===== src/rtl/uart_rx_pkg.sv =====
// Shared types and constants for the UART receive sink.
// The optional parity stage is enabled by defining UART_RX_PARITY_EN.
package uart_rx_pkg;

  localparam int CLK_DIV_DEFAULT = 868;
  localparam int DATA_BITS       = 8;

  typedef enum logic [2:0] {
    ST_ARM    = 3'd0,
    ST_IDLE   = 3'd1,
    ST_START  = 3'd2,
    ST_DATA   = 3'd3,
    ST_PARITY = 3'd4,
    ST_STOP   = 3'd5
  } state_e;

  // Even parity: the parity bit that makes the total number of ones even.
  function automatic logic even_parity(input logic [DATA_BITS-1:0] data);
    return ^data;
  endfunction

endpackage


===== src/rtl/uart_rx_fifo.sv =====
// Receive buffer for uart_rx_sink: power-of-two ring with occupancy count.
// A push into a full FIFO is accepted only when a pop happens in the same cycle.
module uart_rx_fifo
  import uart_rx_pkg::*;
#(
  parameter int DEPTH = 8
) (
  input  logic                   clk_i,
  input  logic                   rst_ni,
  input  logic                   push_i,
  input  logic [DATA_BITS-1:0]   data_i,
  input  logic                   pop_i,
  output logic [DATA_BITS-1:0]   data_o,
  output logic                   full_o,
  output logic                   empty_o,
  output logic [$clog2(DEPTH):0] fill_o
);

  localparam int            AW       = $clog2(DEPTH);
  localparam logic [AW:0]   FULL_LVL = (AW + 1)'(DEPTH);

  logic [DATA_BITS-1:0] mem_q [DEPTH];
  logic [AW-1:0]        wr_ptr_q, wr_ptr_d;
  logic [AW-1:0]        rd_ptr_q, rd_ptr_d;
  logic [AW:0]          fill_q, fill_d;
  logic                 do_push_s, do_pop_s;

  // Pointer and occupancy update; pointers wrap naturally at DEPTH.
  always_comb begin
    do_pop_s  = pop_i && (fill_q != '0);
    do_push_s = push_i && ((fill_q != FULL_LVL) || do_pop_s);
    wr_ptr_d  = wr_ptr_q;
    rd_ptr_d  = rd_ptr_q;
    fill_d    = fill_q;
    if (do_push_s) begin
      wr_ptr_d = wr_ptr_q + 1'b1;
    end else begin
      wr_ptr_d = wr_ptr_q;
    end
    if (do_pop_s) begin
      rd_ptr_d = rd_ptr_q + 1'b1;
    end else begin
      rd_ptr_d = rd_ptr_q;
    end
    case ({do_push_s, do_pop_s})
      2'b10:   fill_d = fill_q + 1'b1;
      2'b01:   fill_d = fill_q - 1'b1;
      default: fill_d = fill_q;
    endcase
  end

  // Pointer and occupancy registers.
  always_ff @(posedge clk_i or negedge rst_ni) begin
    if (!rst_ni) begin
      wr_ptr_q <= '0;
      rd_ptr_q <= '0;
      fill_q   <= '0;
    end else begin
      wr_ptr_q <= wr_ptr_d;
      rd_ptr_q <= rd_ptr_d;
      fill_q   <= fill_d;
    end
  end

  // Storage array; contents are only visible through a non-empty head.
  always_ff @(posedge clk_i) begin
    if (do_push_s) begin
      mem_q[wr_ptr_q] <= data_i;
    end
  end

  assign full_o  = (fill_q == FULL_LVL);
  assign empty_o = (fill_q == '0);
  assign fill_o  = fill_q;
  assign data_o  = empty_o ? '0 : mem_q[rd_ptr_q];

endmodule


===== src/rtl/uart_rx_sink.sv =====
// UART receiver (8 data bits, 1 stop bit) feeding a byte FIFO.
// Define UART_RX_PARITY_EN to add an even-parity bit after the data bits.
module uart_rx_sink
  import uart_rx_pkg::*;
#(
  parameter int CLK_DIV    = CLK_DIV_DEFAULT,
  parameter int FIFO_DEPTH = 8
) (
  input  logic                        clk_i,
  input  logic                        rst_ni,
  input  logic                        rx_i,
  output logic [DATA_BITS-1:0]        data_o,
  output logic                        valid_o,
  input  logic                        ready_i,
  output logic                        frame_err_o,
  output logic                        parity_err_o,
  output logic                        overrun_o,
  output logic [$clog2(FIFO_DEPTH):0] fill_o,
  output logic                        busy_o
);

  localparam logic [15:0] BIT_RELOAD = 16'(CLK_DIV - 1);
  localparam logic [15:0] HALF_BIT   = 16'(CLK_DIV / 2);
  localparam logic [2:0]  LAST_BIT   = 3'(DATA_BITS - 1);
`ifdef UART_RX_PARITY_EN
  localparam state_e      AFTER_DATA = ST_PARITY;
`else
  localparam state_e      AFTER_DATA = ST_STOP;
`endif

  state_e               state_q, state_d;
  logic                 sync1_q, sync2_q, rx_prev_q;
  logic [1:0]           settle_q;
  logic [15:0]          cnt_q, cnt_d;
  logic [2:0]           bit_idx_q, bit_idx_d;
  logic [DATA_BITS-1:0] shift_q, shift_d;
  logic                 par_bad_q, par_bad_d;
  logic                 frame_err_q, frame_err_d;
  logic                 parity_err_d;
  logic                 overrun_q, overrun_d;
  logic                 busy_q, busy_d;
  logic                 rx_s, in_frame_s, sample_s;
  logic                 push_s, pop_s, full_s, empty_s;

  assign rx_s       = sync2_q;
  assign in_frame_s = (state_q == ST_START) || (state_q == ST_DATA) ||
                      (state_q == ST_PARITY) || (state_q == ST_STOP);
  assign sample_s   = in_frame_s && (cnt_q == 16'd0);

  // State, synchronizer and datapath registers.
  always_ff @(posedge clk_i or negedge rst_ni) begin
    if (!rst_ni) begin
      state_q     <= ST_ARM;
      sync1_q     <= 1'b1;
      sync2_q     <= 1'b1;
      rx_prev_q   <= 1'b1;
      settle_q    <= 2'b00;
      cnt_q       <= 16'd0;
      bit_idx_q   <= 3'd0;
      shift_q     <= '0;
      par_bad_q   <= 1'b0;
      frame_err_q <= 1'b0;
      overrun_q   <= 1'b0;
      busy_q      <= 1'b0;
    end else begin
      state_q     <= state_d;
      sync1_q     <= rx_i;
      sync2_q     <= sync1_q;
      rx_prev_q   <= sync2_q;
      settle_q    <= {settle_q[0], 1'b1};
      cnt_q       <= cnt_d;
      bit_idx_q   <= bit_idx_d;
      shift_q     <= shift_d;
      par_bad_q   <= par_bad_d;
      frame_err_q <= frame_err_d;
      overrun_q   <= overrun_d;
      busy_q      <= busy_d;
    end
  end

  // Next-state and bit-timing logic.
  always_comb begin
    state_d   = state_q;
    bit_idx_d = bit_idx_q;
    shift_d   = shift_q;
    par_bad_d = par_bad_q;
    if (sample_s) begin
      cnt_d = BIT_RELOAD;
    end else begin
      cnt_d = cnt_q - 16'd1;
    end
    case (state_q)
      ST_ARM: begin
        cnt_d = cnt_q;
        // Synchronizer reset values are not real line samples; wait for them to flush.
        if (settle_q[1] && rx_s) begin
          state_d = ST_IDLE;
        end else begin
          state_d = ST_ARM;
        end
      end
      ST_IDLE: begin
        cnt_d = HALF_BIT;
        if (rx_prev_q && !rx_s) begin
          state_d = ST_START;
        end else begin
          state_d = ST_IDLE;
        end
      end
      ST_START: begin
        if (sample_s) begin
          bit_idx_d = 3'd0;
          par_bad_d = 1'b0;
          state_d   = rx_s ? ST_IDLE : ST_DATA;
        end else begin
          state_d = ST_START;
        end
      end
      ST_DATA: begin
        if (sample_s) begin
          shift_d   = {rx_s, shift_q[DATA_BITS-1:1]};
          bit_idx_d = bit_idx_q + 3'd1;
          state_d   = (bit_idx_q == LAST_BIT) ? AFTER_DATA : ST_DATA;
        end else begin
          state_d = ST_DATA;
        end
      end
`ifdef UART_RX_PARITY_EN
      ST_PARITY: begin
        if (sample_s) begin
          par_bad_d = (rx_s != even_parity(shift_q));
          state_d   = ST_STOP;
        end else begin
          state_d = ST_PARITY;
        end
      end
`endif
      ST_STOP: begin
        if (sample_s) begin
          state_d = rx_s ? ST_IDLE : ST_ARM;
        end else begin
          state_d = ST_STOP;
        end
      end
      default: begin
        cnt_d   = 16'd0;
        state_d = ST_ARM;
      end
    endcase
  end

  // Output decode: push strobe and registered status pulses.
  always_comb begin
    push_s       = 1'b0;
    frame_err_d  = 1'b0;
    parity_err_d = 1'b0;
    busy_d       = (state_d != ST_IDLE);
    if ((state_q == ST_STOP) && sample_s) begin
      push_s      = rx_s && !par_bad_q;
      frame_err_d = !rx_s;
    end else begin
      push_s      = 1'b0;
      frame_err_d = 1'b0;
    end
`ifdef UART_RX_PARITY_EN
    if ((state_q == ST_PARITY) && sample_s) begin
      parity_err_d = (rx_s != even_parity(shift_q));
    end else begin
      parity_err_d = 1'b0;
    end
`endif
    overrun_d = push_s && full_s && !pop_s;
  end

`ifdef UART_RX_PARITY_EN
  logic parity_err_q;

  // Parity error pulse register.
  always_ff @(posedge clk_i or negedge rst_ni) begin
    if (!rst_ni) begin
      parity_err_q <= 1'b0;
    end else begin
      parity_err_q <= parity_err_d;
    end
  end

  assign parity_err_o = parity_err_q;
`else
  assign parity_err_o = 1'b0;
`endif

  assign pop_s = !empty_s && ready_i;

  uart_rx_fifo #(
    .DEPTH (FIFO_DEPTH)
  ) u_fifo (
    .clk_i   (clk_i),
    .rst_ni  (rst_ni),
    .push_i  (push_s),
    .data_i  (shift_q),
    .pop_i   (pop_s),
    .data_o  (data_o),
    .full_o  (full_s),
    .empty_o (empty_s),
    .fill_o  (fill_o)
  );

  assign valid_o     = !empty_s;
  assign frame_err_o = frame_err_q;
  assign overrun_o   = overrun_q;
  assign busy_o      = busy_q;

endmodule


===== config.mk =====
export PLATFORM = sky130hd
export DESIGN_NAME = uart_rx_sink
export DESIGN_NICKNAME = d
export VERILOG_FILES = /design/src/rtl/uart_rx_pkg.sv /design/src/rtl/uart_rx_fifo.sv /design/src/rtl/uart_rx_sink.sv
export SDC_FILE = /design/constraint.sdc
export NUM_CORES = 1
export LEC_CHECK = 0
export ABC_AREA = 1
export CORE_ASPECT_RATIO = 0.5
export CORE_MARGIN = 3
export CORE_UTILIZATION = 50
export CTS_CLUSTER_DIAMETER = 50
export DETAILED_ROUTE_END_ITERATION = 10
export PLACE_DENSITY_LB_ADDON = 0.05
export SLEW_MARGIN = 30
export SYNTH_ARGS = -nofsm -noshare
export SYNTH_HDL_FRONTEND = slang
export SYNTH_SLANG_ARGS = --single-unit

===== constraint.sdc =====
create_clock -name clk_i -period 2.5 [get_ports clk_i]
set_input_delay 0.5 -clock clk_i [delete_from_list [all_inputs] [get_ports clk_i]]
set_output_delay 0.5 -clock clk_i [all_outputs]
set_load 0.02 [all_outputs]

## Word-level counts from Yosys, hierarchy flattened

Memory sizes are Yosys's and may differ from the RTL's.
Cells that the tools add are included.

- Bits in registers: 48
- RAM bits: 64
- Input port bits: 4
- Memories: 1

Memories:

| name | words | width | read ports | clocked after memory_dff | wr ports | line | source |
|---|---|---|---|---|---|---|---|
| u_fifo.mem_q | 8 | 8 | 1 | 0 | 1 | uart_rx_fifo.sv:22 | `logic [DATA_BITS-1:0] mem_q [DEPTH];` |

- $add $sub $neg: 6
- Equality and inequality tests: 13
- Mux-type cells: 20
- Reductions and logical operators: 25

Operator list:

| operator | count |
|---|---|
| $pmux 16 s3 | 1 |
| $logic_not 16->1 | 1 |
| $mux 16 | 1 |
| $sub 16x1->16 const B | 1 |
| $mux 3 | 5 |
| $pmux 3 s5 | 1 |
| $add 3x1->3 const B | 3 |
| $eq 3x3->1 const B | 3 |
| $logic_and 1x1->1 | 9 |
| $mux 8 | 1 |
| $pmux 4 s2 | 1 |
| $eq 3x2->1 const B | 2 |
| $mux 1 | 6 |
| $mux 2 | 3 |
| $pmux 3 s2 | 1 |
| $add 4x1->4 const B | 1 |
| $eq 4x4->1 const B | 1 |
| $logic_not 4->1 | 1 |
| $logic_or 1x1->1 | 4 |
| $ne 2x2->1 const B | 2 |
| $ne 4x4->1 const B | 1 |
| $reduce_bool 2->1 | 2 |
| $reduce_bool 4->1 | 1 |
| $sub 4x1->4 const B | 1 |
| other kinds (9) | 11 |

## Depth between registers and ports, before layout

Gate-level depths: netlist of the first run.

- Word-level depth: 10
- Depth in mapped cells: 15

## By module

A second synthesis of the first run with hierarchy kept.

- Cell total of the unflattened synthesis: 511
- Area total of the unflattened synthesis: 5198.7 um2

Modules (own cells, without submodules):

| module | times used | cells an instance | area each (um2) |
|---|---|---|---|
| uart_rx_fifo | 1 | 272 | 3160.5 |
| uart_rx_sink | 1 | 239 | 2038.2 |

## Least setup slack after synthesis of the first run

Ideal clock, no wire load.

- Path type: reg-to-reg
- From: register cnt_q[0]
- To: register u_fifo.fill_q[2], in the netlist u_fifo.fill_o[2]
- Library setup time: 0.119 ns
- Arrival time: 2.127 ns
- Required time: 2.381 ns
- Setup slack: 0.254 ns
- Stages on the path, launching flop included: 15
- Buffers on the path: 0
- Period minus slack after synthesis: 2.246 ns
- Cell sequence: dfrtp_1 > inv_1 > ha_1 > nand2_1 > nor2_4 > nand2_4 > nor2_4 > nand3_2 > ha_1 > xor2_1 > ha_1 > a21oi_1 > a21oi_1 > o21ai_0 > o21a_1

- Word-level cells in the longest chain between the ends: 7
- Elaborated cells on any way between the ends: 9
- Classes of those cells: eq/ne: 2; mux: 2; reduce/logical: 5

RTL lines:

| element | line | source |
|---|---|---|
| start, declared | uart_rx_sink.sv:34 | `logic [15:0] cnt_q, cnt_d;` |
| start signal, assigned | uart_rx_sink.sv:71 | `cnt_q <= cnt_d;` |
| $logic_not 16->1 (*) | uart_rx_sink.sv:48 | `assign sample_s = in_frame_s && (cnt_q == 16'd0);` |
| $logic_and 1x1->1 (*) | uart_rx_sink.sv:48 |  |
| $logic_and 1x1->1 (*) | uart_rx_sink.sv:158 | `if ((state_q == ST_STOP) && sample_s) begin` |
| $mux 1 (*) | uart_rx_sink.sv:158 |  |
| $logic_and 1x1->1 (*) | uart_rx_fifo.sv:31 | `do_push_s = push_i && ((fill_q != FULL_LVL) \|\| do_pop_s);` |
| $eq 2x1->1 or $eq 2x2->1 (tied branches) | uart_rx_fifo.sv:45 | `case ({do_push_s, do_pop_s})` |
| $pmux 4 s2 or $reduce_bool 2->1 (tied branches) | n/a |  |
| end signal, assigned | uart_rx_fifo.sv:61 | `fill_q <= fill_d;` |
| end, declared | uart_rx_fifo.sv:25 | `logic [AW:0] fill_q, fill_d;` |

Every way passes the cells marked *; elsewhere a longest branch is shown, timed or not.
A chain may end at the register's enable or synchronous reset.

## Final worst setup path of the first run

- From: register u_fifo.rd_ptr_q[0]
- To: output data_o[3]

- Word-level cells in the longest chain between the ends: 2

RTL lines:

| element | line | source |
|---|---|---|
| start, declared | uart_rx_fifo.sv:24 | `logic [AW-1:0] rd_ptr_q, rd_ptr_d;` |
| start signal, assigned | uart_rx_fifo.sv:60 | `rd_ptr_q <= rd_ptr_d;` |
| $mem_v2 8x8 | n/a |  |
| $mux 8 | uart_rx_fifo.sv:75 | `assign data_o = empty_o ? '0 : mem_q[rd_ptr_q];` |
| end, declared | uart_rx_sink.sv:12 | `output logic [DATA_BITS-1:0] data_o,` |

Every way passes these cells.

==> impl_results.md, run 1 <==
* Post-DRT Antenna Nets at 0
* Slowest cell on crit path: dfrtp_1
* Post-route setup TNS at 0 ps
* First-pass GRT wire length at 16600 um
* Pins over their slew limit at 0
* Worst EP required at 2000 ps
* Final instance area at 5880 um^2
* Cell mode on critical path: nor2_1
* WL final at 9820 um
* Clk pin slew, worst setup/hold paths at 70 ps
* Number of global-route vias before repair at 3364
* Vias per cell at 5.12
* N_diodes at 0
* I/O Buffers at 19
* Core area at 9700 um^2
* Worst-Skew Late Latency at 350 ps
* Global placement routability congestion at 0.866
* Syn_area_per_cell at 10.1 um^2
* Commonest cells after routing, fill and taps aside: nand2_1, nor2_1, edfxtp_1
* Hold crit path type: in2async
* P per Cell Area at 769 nW/um^2
* 1st-pass router iterations at 5
* Post-synthesis sequential area ratio at 61.1%
* Ys async rst share at 42.9%
* Largest net degree at the start of global routing at 35
* Root Driver: clkbuf_16
* HPWL reported at the end of detailed placement at 6990 um
* Tot GR Track Use at 18.4%
* Initial core utilization at 52.8%
* P&R area growth vs syn at 14.8%
* Aggregate global routing overflow at 0
* Peak VDD IR at 0.000439 V
* CP peak stage delay at 410 ps
* Die area at 11600 um^2
* Top Ports at 21
* Die width at 149 um
* Arr. time, crit path at 1860 ps
* Initial antenna violation count at 0
* Clk buf depth at 2
* Syn Nets at 521
* TritonCTS buffer count at 9
* Synth Flop Type: edfxtp_1
* Mapped Area at 5120 um^2
* Wire per inst at 14.3 um
* Final nets at 558
* DRC at 0
* Startpoint Class: register
* CTS Sinks at 112
* CP max FO at 15
* CTS tree: done
* Count of cell types in the netlist at 34
* Worst Skew at 7.34 ps
* Placed standard-cell area at 5590 um^2
* RSZ-0062 raised after global routing: false
* Number of flops mapped to enable cells by yosys at 64
* Final period util at 94.3%
* Die Span Y at 77.6 um
* Setup violators final at 0
* Critical path type: reg2out
* CP Capture Type: primary output
* Mapped Cells at 508
* CP cell instances: buf_6, nor2_1, nor2_1, o21ai_0, o21ai_1, o21ai_0, nor2_1, dlygate4sd2_1
* Syn. warnings at 0
* Vias post-DR at 3508
* Final hold violations at 0
* Commonest non-fill, non-tap cell in the layout: nand2_1
* Final hold slack at 61.2 ps
* H-tree level count at 3
* Fraction of layout cells with a size suffix above 1 at 13.1%
* Max cap viols at 0
* DRT iter0 DRCs at 168
* Row count at 25
* Fmax at 0.424 GHz
* Final Critical Period at 2360 ps
* Yosys reg bits at 112
* Pleak at 2.52 nW
* Outcome: finished clean
per-layer routing:
layer | vias up | GRT usage [%] | part of all wire [%]
li1 | 1777 | - | -
met1 | 1659 | 24.8 | 48
met2 | 56 | 29.4 | 46
met3 | 16 | 4.73 | 3.7
met4 | 0 | 5.94 | 1.9
met5 | - | 0 | 0
path summary, 6_finish.rpt:
check                                    from  slack [ps]               end  cells after the start
setup / recovery           u_fifo.rd_ptr_q[0]         140         data_o[3]                      8
hold / removal                         rst_ni          60        shift_q[5]                      1
setup reg to reg                     cnt_q[0]         190  u_fifo.fill_o[2]                     14
hold reg to reg                   settle_q[0]         360       settle_q[1]                      0
max in group asynchronous              rst_ni        1800           sync1_q                      2
min in group clk_i                settle_q[0]         360       settle_q[1]                      0
worst max-delay path: cells and delay by family (launching register included):
family / cells / cell delay, ps
compound gates: 3 / 240
flops: 1 / 410
buf+inv: 2 / 550
simple gates: 3 / 300
synthesized netlist by cell type, types with 2 or more instances:
library cell | number | share of area [%]
a21oi_1 | 5 | 0.49
buf_2 | 9 | 0.88
clkbuf_1 | 4 | 0.29
conb_1 | 2 | 0.15
dfrtp_1 | 45 | 22
dfstp_2 | 3 | 1.5
edfxtp_1 | 64 | 38
ha_1 | 9 | 2.2
inv_1 | 30 | 2.2
inv_2 | 9 | 0.66
mux2i_1 | 8 | 1.6
nand2_1 | 89 | 6.5
nand2_4 | 3 | 0.66
nand3_1 | 28 | 2.7
nand3_2 | 4 | 0.78
nand4_1 | 3 | 0.37
nand4_2 | 2 | 0.49
nor2_1 | 88 | 6.5
nor2_2 | 2 | 0.24
nor2_4 | 5 | 1.1
nor3_1 | 3 | 0.29
o21ai_0 | 37 | 3.6
o21ai_1 | 22 | 2.2
o21ai_2 | 2 | 0.34
o22ai_1 | 10 | 1.2
xnor2_1 | 5 | 0.86
xor2_1 | 10 | 1.7
cell type report:
type | instances | area, um^2
clock inverter | 6 | 62.6
timing repair buffer | 41 | 367
fill | 853 | 3820
clock buffer | 10 | 229
multi-input combinational | 341 | 1780
sequential | 112 | 3130
inverter | 40 | 150
tap | 135 | 169
cells by family after synthesis:
family | count (synthesis) | synth area share (%)
xor+xnor | 15 | 2.57
flops | 112 | 61.1
other cells | 2 | 0.147
mux | 8 | 1.56
buf+inv | 55 | 4.47
compound gates | 78 | 8.11
fa+ha+maj | 9 | 2.20
simple gates | 229 | 19.9
stage by stage:
step | cells | setup WS, ps | util (%) | power [W]
floorplan | 508 | 254 | - | 0.00294
finish | 685 | 143 | 60.6 | 0.00452
global placement | 669 | 140 | 57.6 | 0.00317
CTS | 685 | 83.9 | 60.6 | 0.00456
global route | 685 | 15.5 | 60.6 | 0.00479
detailed placement | 669 | 55.6 | 57.6 | 0.00318
sequential cells by signal, indices dropped and copies added, names as in the netlist, 3 cells and up:
| register | cells |
|---|---|
| bit_idx_q | 3 |
| u_fifo.wr_ptr_q | 3 |
| u_fifo.fill_o | 4 |
| shift_q | 8 |
| cnt_q | 16 |
| u_fifo.rd_ptr_q | 3 |
| u_fifo.mem_q | 64 |
| state_q | 3 |
timing repair:
action                     CTS  global route
setup endpoints to repair    8             4
resized for setup            9             6
buffers inserted             0             0
hold buffers                 0             0
report_power, final:
group	total (W)	switching [W]	internal, W
Clock	0.00138	0.000681	0.000703
Sequential	0.00221	0.000139	0.00207
Combinational	0.000928	0.000611	0.000317
Power figures use the tool's default switching activity.
==> run 2: changes to the inputs <==
Settings changed: REMOVE_ABC_BUFFERS set to 1.
==> run 2 against run 1 <==
Against the previous run: largest cell class unchanged; hold slack gained 24 ps; wire length shrank 0.38%; via count shrank 1.1%; largest power group unchanged; sequential cell count is the same; clock power grew 13%; core utilization grew 0.44 points; critical path depth is the same; cell area grew 0.72%; clock skew is essentially flat; critical path type unchanged.
==> impl_results.md, run 2 (same netlist as run 1, synthesis figures left out) <==
* Clk pin slew, worst setup/hold paths at 70 ps (about the same)
* Setup Fix Bufs, Post-CTS at 0 (unchanged)
* Flop pwr share at 47.0% (-1.9 points)
* Fmax at 0.427 GHz (+0.74%)
* Fraction of layout cells with a size suffix above 1 at 13.5% (+0.39 points)
* Clock power frac at 33.1% (+2.5 points)
* Arr. time, crit path at 1840 ps (-20 ps)
* Number of fill cells at 836 (-2.0%)
* Pleak at 2.53 nW (+0.42%)
* Peak VDD IR at 0.000538 V (+22%)
* Wire per inst at 14.3 um (-0.23%)
* TritonCTS buffer count at 9 (unchanged)
* CTS tree: done
* Initial core utilization at 52.8% (unchanged)
* Most flops, register: u_fifo.mem_q
* Die area at 11600 um^2 (unchanged)
* Max reg flops at 64 (unchanged)
* Max-slew headroom at 66.3%
* P&R area growth vs syn at 15.6%
* Initial antenna violation count at 0 (unchanged)
* Post-route setup TNS at 0 ps (unchanged)
* I/O Buffers at 19 (unchanged)
* Worst-Margin Slew at 503 ps
* Die Span Y at 77.6 um (unchanged)
* P per Cell Area at 794 nW/um^2 (+3.2%)
* DRT iter0 DRCs at 163 (-3.0%)
* Final instance area at 5920 um^2 (+0.72%)
* P_sw at 0.00141 W (-1.5%)
* Placed standard-cell area at 5590 um^2 (unchanged)
* 1st-pass router iterations at 4 (-1)
* CTS Sinks at 112 (unchanged)
* Hold Buf Count CTS at 0 (unchanged)
* Int Power at 0.00329 W (+6.4%)
* Commonest non-fill, non-tap cell in the layout: nand2_1
* Number of global-route vias before repair at 3248 (-3.4%)
* Aggregate global routing overflow at 0 (unchanged)
* Worst-Skew Late Latency at 350 ps (about the same)
* Worst EP required at 2000 ps (about the same)
* Clk buf depth at 2 (unchanged)
* Top Ports at 21 (unchanged)
* Commonest cells after routing, fill and taps aside: nand2_1, nor2_1, edfxtp_1
* Largest net degree at the start of global routing at 35 (unchanged)
* Max cap viols at 0 (unchanged)
* Final Util at 61.1% (+0.44 points)
* Core area at 9700 um^2 (unchanged)
* Startpoint Class: register
* N_diodes at 0 (unchanged)
* Final hold slack at 85.3 ps (+24.1 ps)
* Pins over their slew limit at 0 (unchanged)
* Switching share of power at 30.0% (-1.6 points)
* Hold crit path type: in2async
* CP max FO at 11 (-4)
* Vias per cell at 5.07 (-1.0%)
* DRC at 0 (unchanged)
* Tot GR Track Use at 18.3% (-0.053 points)
* Final nets at 558 (unchanged)
* H-tree level count at 3 (unchanged)
* Overall Power at 0.00470 W (+3.9%)
* Root Driver: clkbuf_16
* HPWL reported at the end of detailed placement at 6800 um (-2.8%)
* Die width at 149 um (unchanged)
* Final hold violations at 0 (unchanged)
* Critical path type: reg2out
* Worst Skew at 7.71 ps (+0.366 ps)
* Final Critical Period at 2340 ps (-17.4 ps)
* CP Capture Type: primary output
* Comb pwr share at 19.9% (-0.6 points)
* Setup violators final at 0 (unchanged)
* Global placement routability congestion at 0.838 (-3.3%)
* Outcome: finished clean
* Vias post-DR at 3468 (-1.1%)
* First-pass GRT wire length at 16300 um (-2.0%)
* WL final at 9780 um (-0.38%)
* RSZ-0062 raised after global routing: true
* Row count at 25 (unchanged)
* Top Registers: u_fifo.mem_q (64), cnt_q (16), shift_q (8)
* Post-DRT Antenna Nets at 0 (unchanged)
* Final period util at 93.6% (-0.70 points)
-- run 2: cell types whose count changed in the layout (fill, tap and decap cells not counted), sizes merged --
cell / delta
clkinv: -3
bufinv: +2
clkbuf: -1
clkdlybuf4s15: +1
clkinvlp: +1
dlygate4sd2: -1
-- run 2: power by group through the flow --
stage / clock (W) / combinational (W) / sequential, W
after CTS: 0.00159 / 0.000931 / 0.00221
after global routing: 0.00169 / 0.00107 / 0.00223
after global placement: 0 / 0.000920 / 0.00225
final: 0.00156 / 0.000934 / 0.00221
after floorplan: 0 / 0.000704 / 0.00222
after detailed placement: 0 / 0.000926 / 0.00225
-- run 2: per-stage QoR --
step,cells,setup WS [ps]
final,684,160
after global routing,684,-31.2
after CTS,684,98.7
after detailed placement,669,117
after global placement,669,140
after floorplan,493,254
-- run 2: area by class of cell --
cell class | instances | area [um^2] | area share [%]
flip-flops and latches | 112 | 3130 | 52.8
inverters | 40 | 150 | 2.54
multi-input cells | 341 | 1780 | 30.1
clock inverters | 6 | 101 | 1.71
clock buffers | 9 | 225 | 3.80
repair buffers | 41 | 368 | 6.21
well taps | 135 | 169 | 2.85
-- run 2: worst max-delay path, cell delays in order, from the launching register on --
cell	delay [ps]
dfrtp_1	410
buf_4	200
nor2_1	60
nor2_1	70
o21ai_1	60
o21ai_1	70
o21ai_1	80
nor2_1	180
dlygate4sd2_1	360
-- run 2: final timing paths --
path                                     to  depth (start not counted)               start  slack (ps)
max in group asynchronous           sync1_q                          2              rst_ni        1770
hold reg to reg                 settle_q[1]                          0         settle_q[0]         360
setup / recovery                  data_o[4]                          8  u_fifo.rd_ptr_q[0]         160
setup reg to reg           u_fifo.fill_o[2]                         14            cnt_q[0]         170
hold / removal                   shift_q[2]                          1              rst_ni          90
min in group clk_i              settle_q[1]                          0         settle_q[0]         360
-- run 2: per-layer routing --
| layer | wire length (um) | share of wire [%] | global-route usage [%] | vias up |
|---|---|---|---|---|
| li1 | - | - | - | 1774 |
| met5 | 0 | 0 | 0 | - |
| met1 | 4590 | 47 | 24.6 | 1641 |
| met2 | 4740 | 48 | 29.1 | 49 |
| met3 | 397 | 4.1 | 6.01 | 4 |
| met4 | 56 | 0.57 | 4.66 | 0 |
-- run 2: what timing repair did --
| item | CTS | global route |
|---|---|---|
| pin swaps | 0 | 0 |
| gates resized for setup | 8 | 10 |
| endpoints found under the setup margin | 8 | 3 |
==> run 3: changes to the inputs <==
Settings changed: ABC_AREA 1 to unset, SLEW_MARGIN 30 to 25.
==> run 3 against run 2 <==
Against the previous run: maximum frequency fell by 4.9%; clock skew is 1.2 ps higher; cell area rose by 1.9%; largest power group unchanged; first-iteration DRC count is 36% higher; critical path depth decreased by 2; largest cell class unchanged; via count fell by 6.7%; sequential cell count unchanged; sequential share of layout area is 0.95 points lower; critical endpoint is now data_o[6]; synthesized cell count down 28%; area after synthesis shrank 1.0%.
==> impl_results.md, run 3 <==
* Outcome: finished clean
* CTS Sinks at 112 (unchanged)
* Final hold violations at 0 (unchanged)
* Die area at 11500 um^2 (-0.94%)
* Fraction of layout cells with a size suffix above 1 at 27.7% (+14 points)
* TritonCTS buffer count at 9 (unchanged)
* Crit path buf inv count at 3 (+1)
* Row count at 25 (unchanged)
* Post-placement setup slack at -78.9 ps (-196 ps)
* Core area at 9670 um^2 (-0.32%)
* Post-route setup TNS at 0 ps (unchanged)
* Startpoint Class: register
* Number of flops mapped to enable cells by yosys at 64 (unchanged)
* RSZ-0062 raised after global routing: true
* Flop pwr share at 43.1% (-3.9 points)
* Worst-Margin Slew at 560 ps (+56.2 ps)
* Number of global-route vias before repair at 3269 (+0.65%)
* Count of cell types in the netlist at 57 (+68%)
* Final nets at 430 (-23%)
* Top Family by Delay on Critical Path: multiplexers
* Final period util at 98.4% (+4.8 points)
* Synth Flop Type: edfxtp_1
* Root Driver: clkbuf_16
* Die width at 148 um (-0.48%)
* Die Span Y at 77.2 um (-0.46%)
* CTS tree: done
* Vias per cell at 5.81 (+15%)
* Hold crit path type: in2async
* P per Cell Area at 893 nW/um^2 (+13%)
* WL final at 10300 um (+5.1%)
* Initial core utilization at 52.5% (-0.36 points)
* Yosys reg bits at 112 (unchanged)
* Int Power at 0.00370 W (+13%)
* Worst-Skew Late Latency at 350 ps (about the same)
* Syn. warnings at 0 (unchanged)
* P_sw at 0.00169 W (+20%)
* Post-DRT Antenna Nets at 0 (unchanged)
* Top Ports at 21 (unchanged)
* Global placement routability congestion at 0.852 (+1.7%)
* Area contributors post-synth: edfxtp_1, dfrtp_1, mux4_2, mux2_2, ha_1
* I/O Buffers at 19 (unchanged)
* Initial antenna violation count at 0 (unchanged)
* N_diodes at 0 (unchanged)
* Top Registers: u_fifo.mem_q (64), cnt_q (16), shift_q (8)
* Clk buf depth at 2 (unchanged)
* Syn_area_per_cell at 13.9 um^2 (+37%)
* HPWL reported at the end of detailed placement at 6560 um (-3.5%)
* Critical path type: reg2out
* Pleak at 2.32 nW (-8.4%)
* First-pass GRT wire length at 17100 um (+4.8%)
* Aggregate global routing overflow at 0 (unchanged)
* Worst Skew at 8.94 ps (+1.23 ps)
* Commonest cells after routing, fill and taps aside: edfxtp_1, dfrtp_1, buf_4
* CP Capture Type: primary output
* Clock power frac at 25.7% (-7.4 points)
* Synth top cells by count: edfxtp_1, dfrtp_1, nor2_1
* DRT iter0 DRCs at 221 (+36%)
* Yosys top cell area share at 37.9% (+0.38 points)
* CP cell instances: buf_12, buf_8, mux4_2, mux2i_1, nor2_1, buf_4
* Final hold slack at 124 ps (+38.6 ps)
* Mapped Area at 5070 um^2 (-1.0%)
* P&R area growth vs syn at 19.0%
* Most flops, register: u_fifo.mem_q
* CP peak stage delay at 490 ps (+80 ps)
* R2R Setup Slk at 120 ps (-50 ps)
* Tot GR Track Use at 19.0% (+0.72 points)
* Pins over their slew limit at 0 (unchanged)
* Max reg flops at 64 (unchanged)
* Comb pwr share at 31.2% (+11 points)
* Placed Cells at 528 (-21%)
* Wire per inst at 18.5 um (+29%)
* Fin cells at 557 (-19%)
* CP max FO at 5 (-6)
* Vias post-DR at 3234 (-6.7%)
* Largest net degree at the start of global routing at 49 (+40%)
* Slowest cell on crit path: mux4_2
* Commonest non-fill, non-tap cell in the layout: edfxtp_1
* Peak VDD IR at 0.000479 V (-11%)
* DRC at 0 (unchanged)
* Most common cell in the netlist: edfxtp_1
* Max-slew headroom at 62.6% (-3.7 points)
* Switching share of power at 31.3% (+1.3 points)
* Synth area leader: edfxtp_1
* Post-synthesis sequential area ratio at 61.7% (+0.62 points)
* Hold Buf Count CTS at 0 (unchanged)
* Worst setup margin at 40.9 ps (-119 ps)
* Fmax at 0.407 GHz (-4.9%)
* Worst EP required at 2000 ps (about the same)
* Arr. time, crit path at 1960 ps (+120 ps)
* Setup violators final at 0 (unchanged)
* Final Critical Period at 2460 ps (+119 ps)
* Mapped Cells at 366 (-28%)
* Max cap viols at 0 (unchanged)
* Ys async rst share at 42.9% (unchanged)
* 1st-pass router iterations at 5 (+1)
* Clk pin slew, worst setup/hold paths at 80 ps (about the same)
* H-tree level count at 3 (unchanged)
==> run 3: changes by cell type after synthesis, moves of 16 or more <==
cell	before	now
nand2_1	89	10
nor2_1	88	22
o21ai_1	22	0
inv_1	30	9
o21ai_0	37	16
nand3_1	28	10
mux4_2	0	16
==> run 3: cell type report <==
cell class                 count  area, um^2
fill                         713        3630
sequential                   112        3130
multi-input combinational    222        1830
timing repair buffer          63         582
clock buffer                  10         229
tap                          135         169
clock inverter                 6        63.8
inverter                       9        33.8
==> run 3: final timing paths <==
check,startpoint,endpoint,depth (start not counted)
max,u_fifo.rd_ptr_q[0],data_o[6],6
min,rst_ni,shift_q[0],2
max reg2reg,cnt_q[0],u_fifo.fill_o[2],12
min reg2reg,settle_q[0],settle_q[1],0
max in group asynchronous,rst_ni,rx_prev_q,2
min in group clk_i,settle_q[0],settle_q[1],0
==> run 3: timing repair <==
action	4_1_cts	5_1_grt
endpoints found under the setup margin	10	10
pin swaps	0	1
buffers inserted	5	8
hold endpoints to repair	0	0
gates cloned	0	1
resized for setup	21	21
==> run 3: logic make-up after synthesis <==
kind of cell / Yosys count / share of synthesized area (%)
buffers and inverters: 32 / 2.84
other: 2 / 0.148
multiplexers: 36 / 11.3
flip-flops: 112 / 61.7
XOR/XNOR: 9 / 1.55
AO/OA/AOI/OAI: 60 / 7.85
adder cells (fa/ha/maj): 9 / 2.22
AND/OR/NAND/NOR: 106 / 12.4
==> run 3: power groups by stage <==
stage | Combinational (W) | Sequential [W] | Clock, W
after floorplan | 0.000691 | 0.00250 | 0
after global placement | 0.00136 | 0.00233 | 0
after detailed placement | 0.00142 | 0.00234 | 0
after CTS | 0.00146 | 0.00230 | 0.00142
after global routing | 0.00183 | 0.00235 | 0.00149
final | 0.00168 | 0.00232 | 0.00138
==> run 3: layer usage <==
layer | part of all wire [%] | global-route usage, % | vias to the layer above
li1 | - | - | 1512
met1 | 47 | 26.1 | 1650
met2 | 49 | 31.3 | 60
met3 | 2.9 | 4.25 | 12
met4 | 0.93 | 4.61 | 0
met5 | 0 | 0 | -
==> run 3: stage by stage <==
stage	total power, W	area [um^2]	utilization, %
after CTS	0.00518	5900	61.1
after global routing	0.00568	6030	62.4
final	0.00539	6030	62.4
after global placement	0.00369	5580	57.8
after floorplan	0.00319	4960	-
after detailed placement	0.00375	5580	57.8
